==> config.mk <==
export PLATFORM = sky130hd
export DESIGN_NAME = display_scan
export DESIGN_NICKNAME = d
export VERILOG_FILES = /design/src/rtl/display_pkg.sv /design/src/rtl/BCD_7segmentos.sv /design/src/rtl/display_scan.sv
export SDC_FILE = /design/constraint.sdc
export NUM_CORES = 1
export LEC_CHECK = 0
export ABC_AREA = 0
export CORE_MARGIN = 5
export CORE_UTILIZATION = 30
export CTS_CLUSTER_SIZE = 14
export DETAILED_ROUTE_END_ITERATION = 8
export PLACE_DENSITY_LB_ADDON = 0.15
export RECOVER_POWER = 25
export SETUP_SLACK_MARGIN = 0.05
export SLEW_MARGIN = 5
export SYNTH_ARGS = -nofsm -noshare
export SYNTH_HDL_FRONTEND = slang
export SYNTH_SLANG_ARGS = --single-unit
==> constraint.sdc <==
create_clock -name clk -period 5.2 [get_ports clk]
set_clock_uncertainty 0.15 [all_clocks]
set_input_delay 1.04 -clock clk [delete_from_list [all_inputs] [get_ports clk]]
set_output_delay 1.04 -clock clk [all_outputs]
set_load 0.02 [all_outputs]
==> src/rtl/display_pkg.sv <==
// Shared definitions for the multiplexed 7-segment scanner: blank code,
// scan FSM encoding and the default digit-code width.
package display_pkg;

  localparam int DIG_W_DEF = 5;

  // Code that BCD_7segmentos decodes to all segments off.
  localparam logic [4:0] BLANK_CODE = 5'd17;

  typedef enum logic {
    ST_GUARD = 1'b0,
    ST_SHOW  = 1'b1
  } scan_state_t;

endpackage

==> src/rtl/BCD_7segmentos.sv <==
// Digit-code to 7-segment decoder, active-high segments {a,b,c,d,e,f,g}.
// Codes 0-9 light the decimal glyph; every other code (incl. BLANK_CODE) is dark.
module BCD_7segmentos #(
  parameter int W = 5
) (
  input  logic [W-1:0] i_bcd,
  output logic [6:0]   o_seg
);

  // Glyph lookup.
  always_comb begin
    o_seg = 7'b0000000;
    case (i_bcd)
      W'(0):   o_seg = 7'b1111110;
      W'(1):   o_seg = 7'b0110000;
      W'(2):   o_seg = 7'b1101101;
      W'(3):   o_seg = 7'b1111001;
      W'(4):   o_seg = 7'b0110011;
      W'(5):   o_seg = 7'b1011011;
      W'(6):   o_seg = 7'b1011111;
      W'(7):   o_seg = 7'b1110000;
      W'(8):   o_seg = 7'b1111111;
      W'(9):   o_seg = 7'b1111011;
      default: o_seg = 7'b0000000;
    endcase
  end

endmodule

==> src/rtl/display_scan.sv <==
// Multiplexed N-digit 7-segment scanner with guard blanking, double-buffered
// digit load and leading-zero blanking; blinking is built when DISPLAY_SCAN_BLINK_EN is defined.
module display_scan
  import display_pkg::*;
#(
  parameter int N_DIGITS      = 3,
  parameter int DIG_W         = DIG_W_DEF,
  parameter int PRESCALE      = 50000,
  parameter int GUARD         = 16,
  parameter int BLINK_FRAMES  = 64,
  parameter int EN_ACTIVE_LOW = 0
) (
  input  logic                      clk,
  input  logic                      rst_n,
  input  logic [N_DIGITS*DIG_W-1:0] digits,
  input  logic                      update,
  input  logic                      lzb,
  input  logic [N_DIGITS-1:0]       blink_mask,
  output logic [N_DIGITS-1:0]       enable,
  output logic [6:0]                segmentos,
  output logic                      frame_tick
);

  localparam int CNT_W = (PRESCALE > 1) ? $clog2(PRESCALE) : 1;
  localparam int IDX_W = $clog2(N_DIGITS);
  localparam logic [CNT_W-1:0] GUARD_LAST = CNT_W'(GUARD - 1);
  localparam logic [CNT_W-1:0] SHOW_LAST  = CNT_W'(PRESCALE - GUARD - 1);
  localparam logic [CNT_W-1:0] CNT_ONE    = CNT_W'(1);
  localparam logic [IDX_W-1:0] IDX_LAST   = IDX_W'(N_DIGITS - 1);
  localparam logic [IDX_W-1:0] IDX_ONE    = IDX_W'(1);
  localparam logic [DIG_W-1:0] BLANK      = DIG_W'(BLANK_CODE);
  localparam logic [DIG_W-1:0] ZERO       = DIG_W'(0);
  localparam logic [N_DIGITS-1:0] EN_OFF  = (EN_ACTIVE_LOW != 0) ? {N_DIGITS{1'b1}} : {N_DIGITS{1'b0}};
  // With no guard interval the scan lives permanently in SHOW.
  localparam scan_state_t ST_RESET = (GUARD == 0) ? ST_SHOW : ST_GUARD;

  scan_state_t               r_state, w_state_next;
  logic [CNT_W-1:0]          r_cnt, w_cnt_next;
  logic [IDX_W-1:0]          r_idx, w_idx_next;
  logic                      w_frame_start;
  logic [N_DIGITS*DIG_W-1:0] r_pending, r_active, w_pending_next, w_active_next;
  logic [DIG_W-1:0]          r_code, w_code_next, w_sel;
  logic [N_DIGITS-1:0]       r_enable, w_en_next, w_onehot, w_lz;
  logic                      r_frame_tick;
  logic                      w_blank_sel;
  logic                      w_blink_on_next;
  logic [N_DIGITS-1:0]       w_blink_mask_eff;

  // Slot prescaler, guard/show sequencing and slot index.
  always_comb begin
    w_state_next  = r_state;
    w_cnt_next    = r_cnt + CNT_ONE;
    w_idx_next    = r_idx;
    w_frame_start = 1'b0;
    case (r_state)
      ST_GUARD: begin
        if (r_cnt == GUARD_LAST) begin
          w_state_next = ST_SHOW;
          w_cnt_next   = '0;
        end else begin
          w_state_next = ST_GUARD;
        end
      end
      ST_SHOW: begin
        if (r_cnt == SHOW_LAST) begin
          w_state_next = (GUARD == 0) ? ST_SHOW : ST_GUARD;
          w_cnt_next   = '0;
          if (r_idx == IDX_LAST) begin
            w_idx_next    = '0;
            w_frame_start = 1'b1;
          end else begin
            w_idx_next = r_idx + IDX_ONE;
          end
        end else begin
          w_state_next = ST_SHOW;
        end
      end
      default: begin
        w_state_next = ST_RESET;
        w_cnt_next   = '0;
        w_idx_next   = '0;
      end
    endcase
  end

  // Double buffering: the active copy only changes on a frame boundary.
  always_comb begin
    w_pending_next = r_pending;
    w_active_next  = r_active;
    if (update) begin
      w_pending_next = digits;
    end else begin
      w_pending_next = r_pending;
    end
    if (w_frame_start) begin
      w_active_next = r_pending;
    end else begin
      w_active_next = r_active;
    end
  end

`ifdef DISPLAY_SCAN_BLINK_EN
  localparam int BF_W = (BLINK_FRAMES > 1) ? $clog2(BLINK_FRAMES) : 1;
  localparam logic [BF_W-1:0] BF_LAST = BF_W'(BLINK_FRAMES - 1);
  localparam logic [BF_W-1:0] BF_ONE  = BF_W'(1);

  logic [BF_W-1:0] r_blink_cnt, w_blink_cnt_next;
  logic            r_blink_on;

  // Blink phase flips on the frame start that completes each BLINK_FRAMES run.
  always_comb begin
    w_blink_cnt_next = r_blink_cnt;
    w_blink_on_next  = r_blink_on;
    if (w_frame_start) begin
      if (r_blink_cnt == BF_LAST) begin
        w_blink_cnt_next = '0;
        w_blink_on_next  = ~r_blink_on;
      end else begin
        w_blink_cnt_next = r_blink_cnt + BF_ONE;
      end
    end else begin
      w_blink_cnt_next = r_blink_cnt;
    end
  end

  // Blink state registers.
  always_ff @(posedge clk or negedge rst_n) begin
    if (!rst_n) begin
      r_blink_cnt <= '0;
      r_blink_on  <= 1'b1;
    end else begin
      r_blink_cnt <= w_blink_cnt_next;
      r_blink_on  <= w_blink_on_next;
    end
  end

  assign w_blink_mask_eff = blink_mask;
`else
  logic w_unused_blink;
  assign w_unused_blink   = ^blink_mask;
  assign w_blink_on_next  = 1'b1;
  assign w_blink_mask_eff = '0;
`endif

  // w_lz[i]: digits N_DIGITS-1 down to i of the next active buffer are all zero.
  always_comb begin
    w_lz = '0;
    w_lz[N_DIGITS-1] = (w_active_next[(N_DIGITS-1)*DIG_W +: DIG_W] == ZERO);
    for (int i = N_DIGITS - 2; i >= 0; i--) begin
      w_lz[i] = w_lz[i+1] && (w_active_next[i*DIG_W +: DIG_W] == ZERO);
    end
  end

  // Select, blanking and enable for the slot the next cycle will show.
  always_comb begin
    w_sel       = BLANK;
    w_blank_sel = 1'b0;
    w_onehot    = '0;
    w_code_next = BLANK;
    w_en_next   = EN_OFF;
    for (int i = 0; i < N_DIGITS; i++) begin
      if (w_idx_next == IDX_W'(i)) begin
        w_sel       = w_active_next[i*DIG_W +: DIG_W];
        w_blank_sel = (lzb && (i > 0) && w_lz[i]) || (w_blink_mask_eff[i] && !w_blink_on_next);
        w_onehot[N_DIGITS-1-i] = 1'b1;
      end else begin
        w_onehot[N_DIGITS-1-i] = 1'b0;
      end
    end
    if (w_state_next == ST_SHOW) begin
      w_en_next   = w_onehot ^ EN_OFF;
      w_code_next = w_blank_sel ? BLANK : w_sel;
    end else begin
      w_en_next   = EN_OFF;
      w_code_next = BLANK;
    end
  end

  // Scan state, buffers and the select/code output register pair.
  always_ff @(posedge clk or negedge rst_n) begin
    if (!rst_n) begin
      r_state      <= ST_RESET;
      r_cnt        <= '0;
      r_idx        <= '0;
      r_pending    <= {N_DIGITS{BLANK}};
      r_active     <= {N_DIGITS{BLANK}};
      r_code       <= BLANK;
      r_enable     <= EN_OFF;
      r_frame_tick <= 1'b0;
    end else begin
      r_state      <= w_state_next;
      r_cnt        <= w_cnt_next;
      r_idx        <= w_idx_next;
      r_pending    <= w_pending_next;
      r_active     <= w_active_next;
      r_code       <= w_code_next;
      r_enable     <= w_en_next;
      r_frame_tick <= w_frame_start;
    end
  end

  BCD_7segmentos #(
    .W (DIG_W)
  ) u_bcd (
    .i_bcd (r_code),
    .o_seg (segmentos)
  );

  assign enable     = r_enable;
  assign frame_tick = r_frame_tick;

endmodule

# Yosys cells after proc, flatten, opt, wreduce, memory -nomap -nowiden
# Memories as Yosys holds them, arrays and structs flattened.
# Cells that the tools add are included.
[totals]
regBits = 58
mem_bits_ro = 112
input_bits = 22
output_inout_bits = 11
word_cells = 48
n_memories = 1
[classes]
addsub = 2
n_eq_ne = 5
mux = 25
bitwise = 1
reduce_logical = 6
[memory_table]
columns = ["memory", "depth", "word_bits", "read_ports", "rd_ports_with_merged_regs", "wr", "line_no", "source"]
rows = [
  ["(name not given)", 16, 7, 1, 0, 0, "BCD_7segmentos.sv:13", "case (i_bcd)"],
]
[ops]
columns = ["cell", "n"]
rows = [
  ["$mux 16", 2],
  ["$pmux 16 s2", 1],
  ["$mux 5", 5],
  ["$add 16x1->16 const B", 1],
  ["$eq 16x16->1 const B", 1],
  ["$eq 16x4->1 const B", 1],
  ["$mux 15", 1],
  ["$logic_not 5->1", 2],
  ["$mux 1", 10],
  ["$mux 7", 1],
  ["$mux 2", 3],
  ["$eq 2x2->1 const B", 2],
  ["$logic_and 1x1->1", 3],
  ["$mux 3", 1],
  ["$add 2x1->2 const B", 1],
  ["$eq 2x1->1 const B", 1],
  ["$logic_not 2->1", 1],
  ["$pmux 1 s2", 1],
  ["$not 1->1", 1],
]

# Longest topological paths before layout
[logic_depth]
ltp_word = 12
depth_mapped = 11

# By module
# Synthesis repeated with hierarchy kept, for this count alone.
[hier_totals]
hier_cells = 285
hier_area_um2 = 3151.8
[modules_own_cells]
columns = ["module", "n_inst", "cells_per_inst", "area_per_inst_um2", "seq_area_each_um2"]
rows = [
  ["display_scan", 1, 254, 2921.6, 1468.9],
  ["BCD_7segmentos", 1, 31, 230.2, 0.0],
]

# Worst setup path after synthesis
# OpenSTA, ideal clock, no wires.
[synth_timing]
kind = "register to register"
startpoint = "register r_cnt[6]"
endpoint = "register r_code[0]"
setup_ns = 0.082
arrival_ns = 2.554
t_required_ns = 4.968
path_slack_ns = 2.414
stages_incl_launch_ff = 10
n_path_buf = 3
period_less_slack_ns = 2.786
path_cell_list = "dfrtp_1 or4_1 or4_4 buf_6 or2_1 buf_6 buf_6 o21ai_0 o21ai_0 a211o_1"
[synth_via]
elab_chain_len = 11
elab_cells_between_ends = 25
classes_between = "eq/ne: 4; mux: 15; reduce/logical: 6"
[synth_rtl]
columns = ["element", "line_no", "source"]
rows = [
  ["start: declaration", "display_scan.sv:38", "logic [CNT_W-1:0] r_cnt, w_cnt_next;"],
  ["start signal: assignment", "display_scan.sv:192", "r_cnt <= w_cnt_next;"],
  ["$eq 16x16->1", "display_scan.sv:65", "if (r_cnt == SHOW_LAST) begin"],
  ["$mux 1", "display_scan.sv:65", ""],
  ["$mux 1", "display_scan.sv:55", "case (r_state)"],
  ["$mux 15", "display_scan.sv:95", "if (w_frame_start) begin"],
  ["$logic_not 5->1 (on tied branches)", "display_scan.sv:148, display_scan.sv:150", ""],
  ["$logic_and 1x1->1", "display_scan.sv:150", "w_lz[i] = w_lz[i+1] && (w_active_next[i*DIG_W +: DIG_W] == ZERO);"],
  ["$logic_and 1x1->1", "display_scan.sv:164", "w_blank_sel = (lzb && (i > 0) && w_lz[i]) || (w_blink_mask_eff[i] && !w_blink_on_next);"],
  ["$mux 1 (2 in a row)", "display_scan.sv:162", "if (w_idx_next == IDX_W'(i)) begin"],
  ["$mux 5", "display_scan.sv:172", "w_code_next = w_blank_sel ? BLANK : w_sel;"],
  ["$mux 5 (*)", "display_scan.sv:170", "if (w_state_next == ST_SHOW) begin"],
  ["via w_code_next[0]", "display_scan.sv:42", "logic [DIG_W-1:0] r_code, w_code_next, w_sel;"],
  ["end signal: assignment", "display_scan.sv:196", "r_code <= w_code_next;"],
  ["end: declaration", "display_scan.sv:42", ""],
]
# Mark *: on every way through the listed nets, which the timed path passes. The rest lies on a longest branch.
# A chain may end at the register's enable or synchronous reset.

# Final worst setup path
[layout_timing]
startpoint = "register r_code[0]"
endpoint = "output port segmentos[6]"
[layout_via]
elab_chain_len = 2
[layout_rtl]
columns = ["element", "line_no", "source"]
rows = [
  ["$mem_v2 16x7", "--", ""],
  ["$mux 7", "BCD_7segmentos.sv:13", ""],
  ["end: declaration", "display_scan.sv:20", "output logic [6:0] segmentos,"],
]
# Every way passes these cells.

==> metrics.md <==
| Metric | Value |
|---|---|
| TritonCTS buffer count | 9 |
| Worst-path cell chain | inv_1 -> ha_1 -> or2_2 -> a21oi_1 -> clkdlybuf4s50_1 |
| Slowest CP cell | clkdlybuf4s50_1 |
| RSZ-0062 raised after global routing | false |
| Final Critical Period | 3.38 ns |
| Area of the core | 9330 sq um |
| Status | finished, final reports clean |
| Non-Filler Instances | 427 |
| Worst Min Path Start | r_cnt[0] |
| GRT Total Usage | 11.1% |
| DRC | 0 |
| Die Y | 108 um |
| Final Max Slew Viols | 0 |
| Hold-fix buffers, CTS | 0 |
| TNS Setup | 0 ns |
| Initial antenna violation count | 0 |
| Placed instance count | 411 |
| Fin. Hold Viols | 0 |
| Final setup viols | 0 |
| Vias in the first global route | 2,068 |
| Row cnt | 35 |
| Period utilisation layout | 65.0% |
| Vias per Instance | 4.78 |
| Critical Path AT | 2.19 ns |
| Die footprint | 11,700 sq um |
| Post-DP HPWL | 4060 um |
| Pleak | 1.55 nW |
| Crit path max fanout | 4 |
| Violation count after the first detailed-route iteration | 82 |
| Worst-case clock buffer depth | 2 |
| Netlist cell types | 42 |
| Die Wd | 108 um |
| Slowest cell delay on critical path | 0.62 ns |
| Fillers | 940 |
| Vias | 2,041 |
| Max-slew headroom | 43.3% |
| Post-Layout Inst Area | 3440 sq um |
| Post-synthesis sequential area ratio | 50.9% |
| DRT Pass-1 Iters | 4 |
| Post-synth ARST share | 100% |
| VDD IR max | 115 uV |
| Layout area overhead | 19.3% |
| DRT antenna net count | 0 |
| Clk pin slew, worst setup/hold paths | 0.06 ns |
| Skew-Pair Late Insertion Delay | 0.33 ns |
| Final #Nets | 322 |
| Highest clock rate | 296 MHz |
| Syn Nets | 291 |
| Crit path kind | flip-flop to output port |
| Post-Route WL | 5790 um |
| Synth Cell Area | 2890 sq um |
| Worst-Margin Slew | 0.850 ns |
| Hold Path Class | flip-flop to flip-flop |
| Port bufs | 29 |
| Syn avg cell area | 11.0 sq um |
| CP required | 4.01 ns |
| Largest net degree at the start of global routing | 59 |
| Clk sinks | 58 |
| Ant diodes | 0 |
| WHS Path Cells | 1 |
| YS warnings | 0 |
| Worst Setup SP | r_code[0] |
| CTS H-Tree Depth | 3 |
| CP endpoint kind | output port |
| CTS tree | built |
| GRT Residual Overflow | 0 |
| Global-route wire length before repair | 10,200 um |
| Worst r2r src | r_cnt[6] |
| Post-synthesis register bit count | 58 |
| Drt wl/cell | 13.6 um |
| Count of maximum capacitance violations | 0 |
| Gate count after technology mapping | 262 |
| Pwr/cell area | 252 nW/um^2 |
| Post-CTS Setup Bufs | 0 |
| Final Wtd Congestion | 0.775 |
| Initial Utilization | 30.9% |
| Total power | 0.868 mW |
| Cts repair resizes | 0 |
| Setup crit start kind | flip-flop |
| Clock root buffer | clkbuf_8 |
| Reg2Reg Depth | 6 |
| Dpl cell area | 3280 sq um |
| Post-synth EDFFs | 0 |
| Layout cell share with drive strength beyond 1 | 22.5% |
| Most used DFF post-synth | dfrtp_1 |
| Num ports | 33 |
| Hold slack | 0.339 ns |
-- layer usage --
metal / GRT usage, % / routed length (um)
met5: 0 / 0
met3: 4.00 / 305
met4: 4.42 / 99
met1: 15.7 / 2980
met2: 15.3 / 2410
-- synthesized netlist by cell type, types with 2 or more instances --
library cell,count,area (sq um)
o22ai_1,2,12.5
ha_1,7,87.6
and3_1,3,18.8
dfstp_2,14,368
inv_1,10,37.5
nand3_1,7,35.0
nand4_1,3,18.8
xor2_1,10,87.6
o21ai_0,8,40.0
nor2_1,33,124
a31oi_1,3,18.8
o21ai_1,2,10.0
buf_6,3,33.8
or2_2,3,18.8
nor4_1,3,18.8
nand2_1,10,37.5
clkbuf_1,5,18.8
or4_1,5,37.5
a21oi_1,16,80.1
nor3_1,4,20.0
xnor2_1,5,43.8
dfrtp_1,44,1100
mux2i_1,11,110
a211o_1,4,35.0
mux2_2,30,338
-- logic make-up after synthesis --
logic type	after synthesis	share of synthesized area (%)
muxes	41	15.5
adders and majority gates	7	3.04
and+or+nand+nor	79	13.6
AOI/OAI and AO/OA	42	8.98
DFF	58	50.9
buffers and inverters	20	3.43
xor gates and xnor gates	15	4.55
-- flip-flops by register name, indices dropped and copies added (netlist names) --
| signal | count |
|---|---|
| enable | 3 |
| frame_tick | 1 |
| r_active | 15 |
| r_cnt | 16 |
| r_code | 5 |
| r_idx | 2 |
| r_pending | 15 |
| r_state | 1 |
-- per-stage QoR --
stage	setup WS [ns]	utilization, %
detailed placement	1.95	35.1
floorplan	2.41	-
global route	1.70	36.9
global placement	1.96	35.1
finish	1.82	36.9
CTS	1.79	36.9
-- cell type report --
cell class | instances | area [sq um] | share of cell area [%]
clock inverters | 3 | 15.0 | 0.436
multi-input cells | 184 | 1320 | 38.3
well taps | 129 | 161 | 4.69
clock buffers | 13 | 149 | 4.33
flip-flops and latches | 58 | 1470 | 42.7
repair buffers | 30 | 293 | 8.51
inverters | 10 | 37.5 | 1.09
-- critical path, delay by kind of cell, from the launching register on --
kind            cells  cell delay, ns
buf+inv             2            0.71
fa+ha+maj           1            0.20
simple gates        1            0.28
compound gates      1            0.14
flops               1            0.54
-- cells in the final DEF, fill, tap and decap left out, types with 5 or more instances in the layout --
cell type,n
nor2_1,33
o21ai_0,8
ha_1,7
inv_1,10
mux2_2,30
nand2_1,10
xor2_1,10
xnor2_1,5
mux2i_1,11
nand3_1,7
clkbuf_8,10
or4_1,5
clkdlybuf4s50_1,28
a21oi_1,16
dfstp_2,14
dfrtp_1,44
-- power breakdown --
part / internal [mW] / leakage, nW / switching [mW]
clock: 0.184 / 0.0872 / 0.171
sequential: 0.467 / 0.720 / 0.00836
combinational: 0.0228 / 0.738 / 0.0155
-- path summary, 6_finish.rpt --
path | to | slack [ns]
setup / recovery | segmentos[6] | 1.82
hold / removal | r_cnt[0] | 0.34
setup reg to reg | r_code[3] | 1.99
hold reg to reg | r_cnt[0] | 0.34
max in group asynchronous | r_active[11] | 3.70
min in group asynchronous | frame_tick | 0.68
Power figures use the tool's default switching activity.
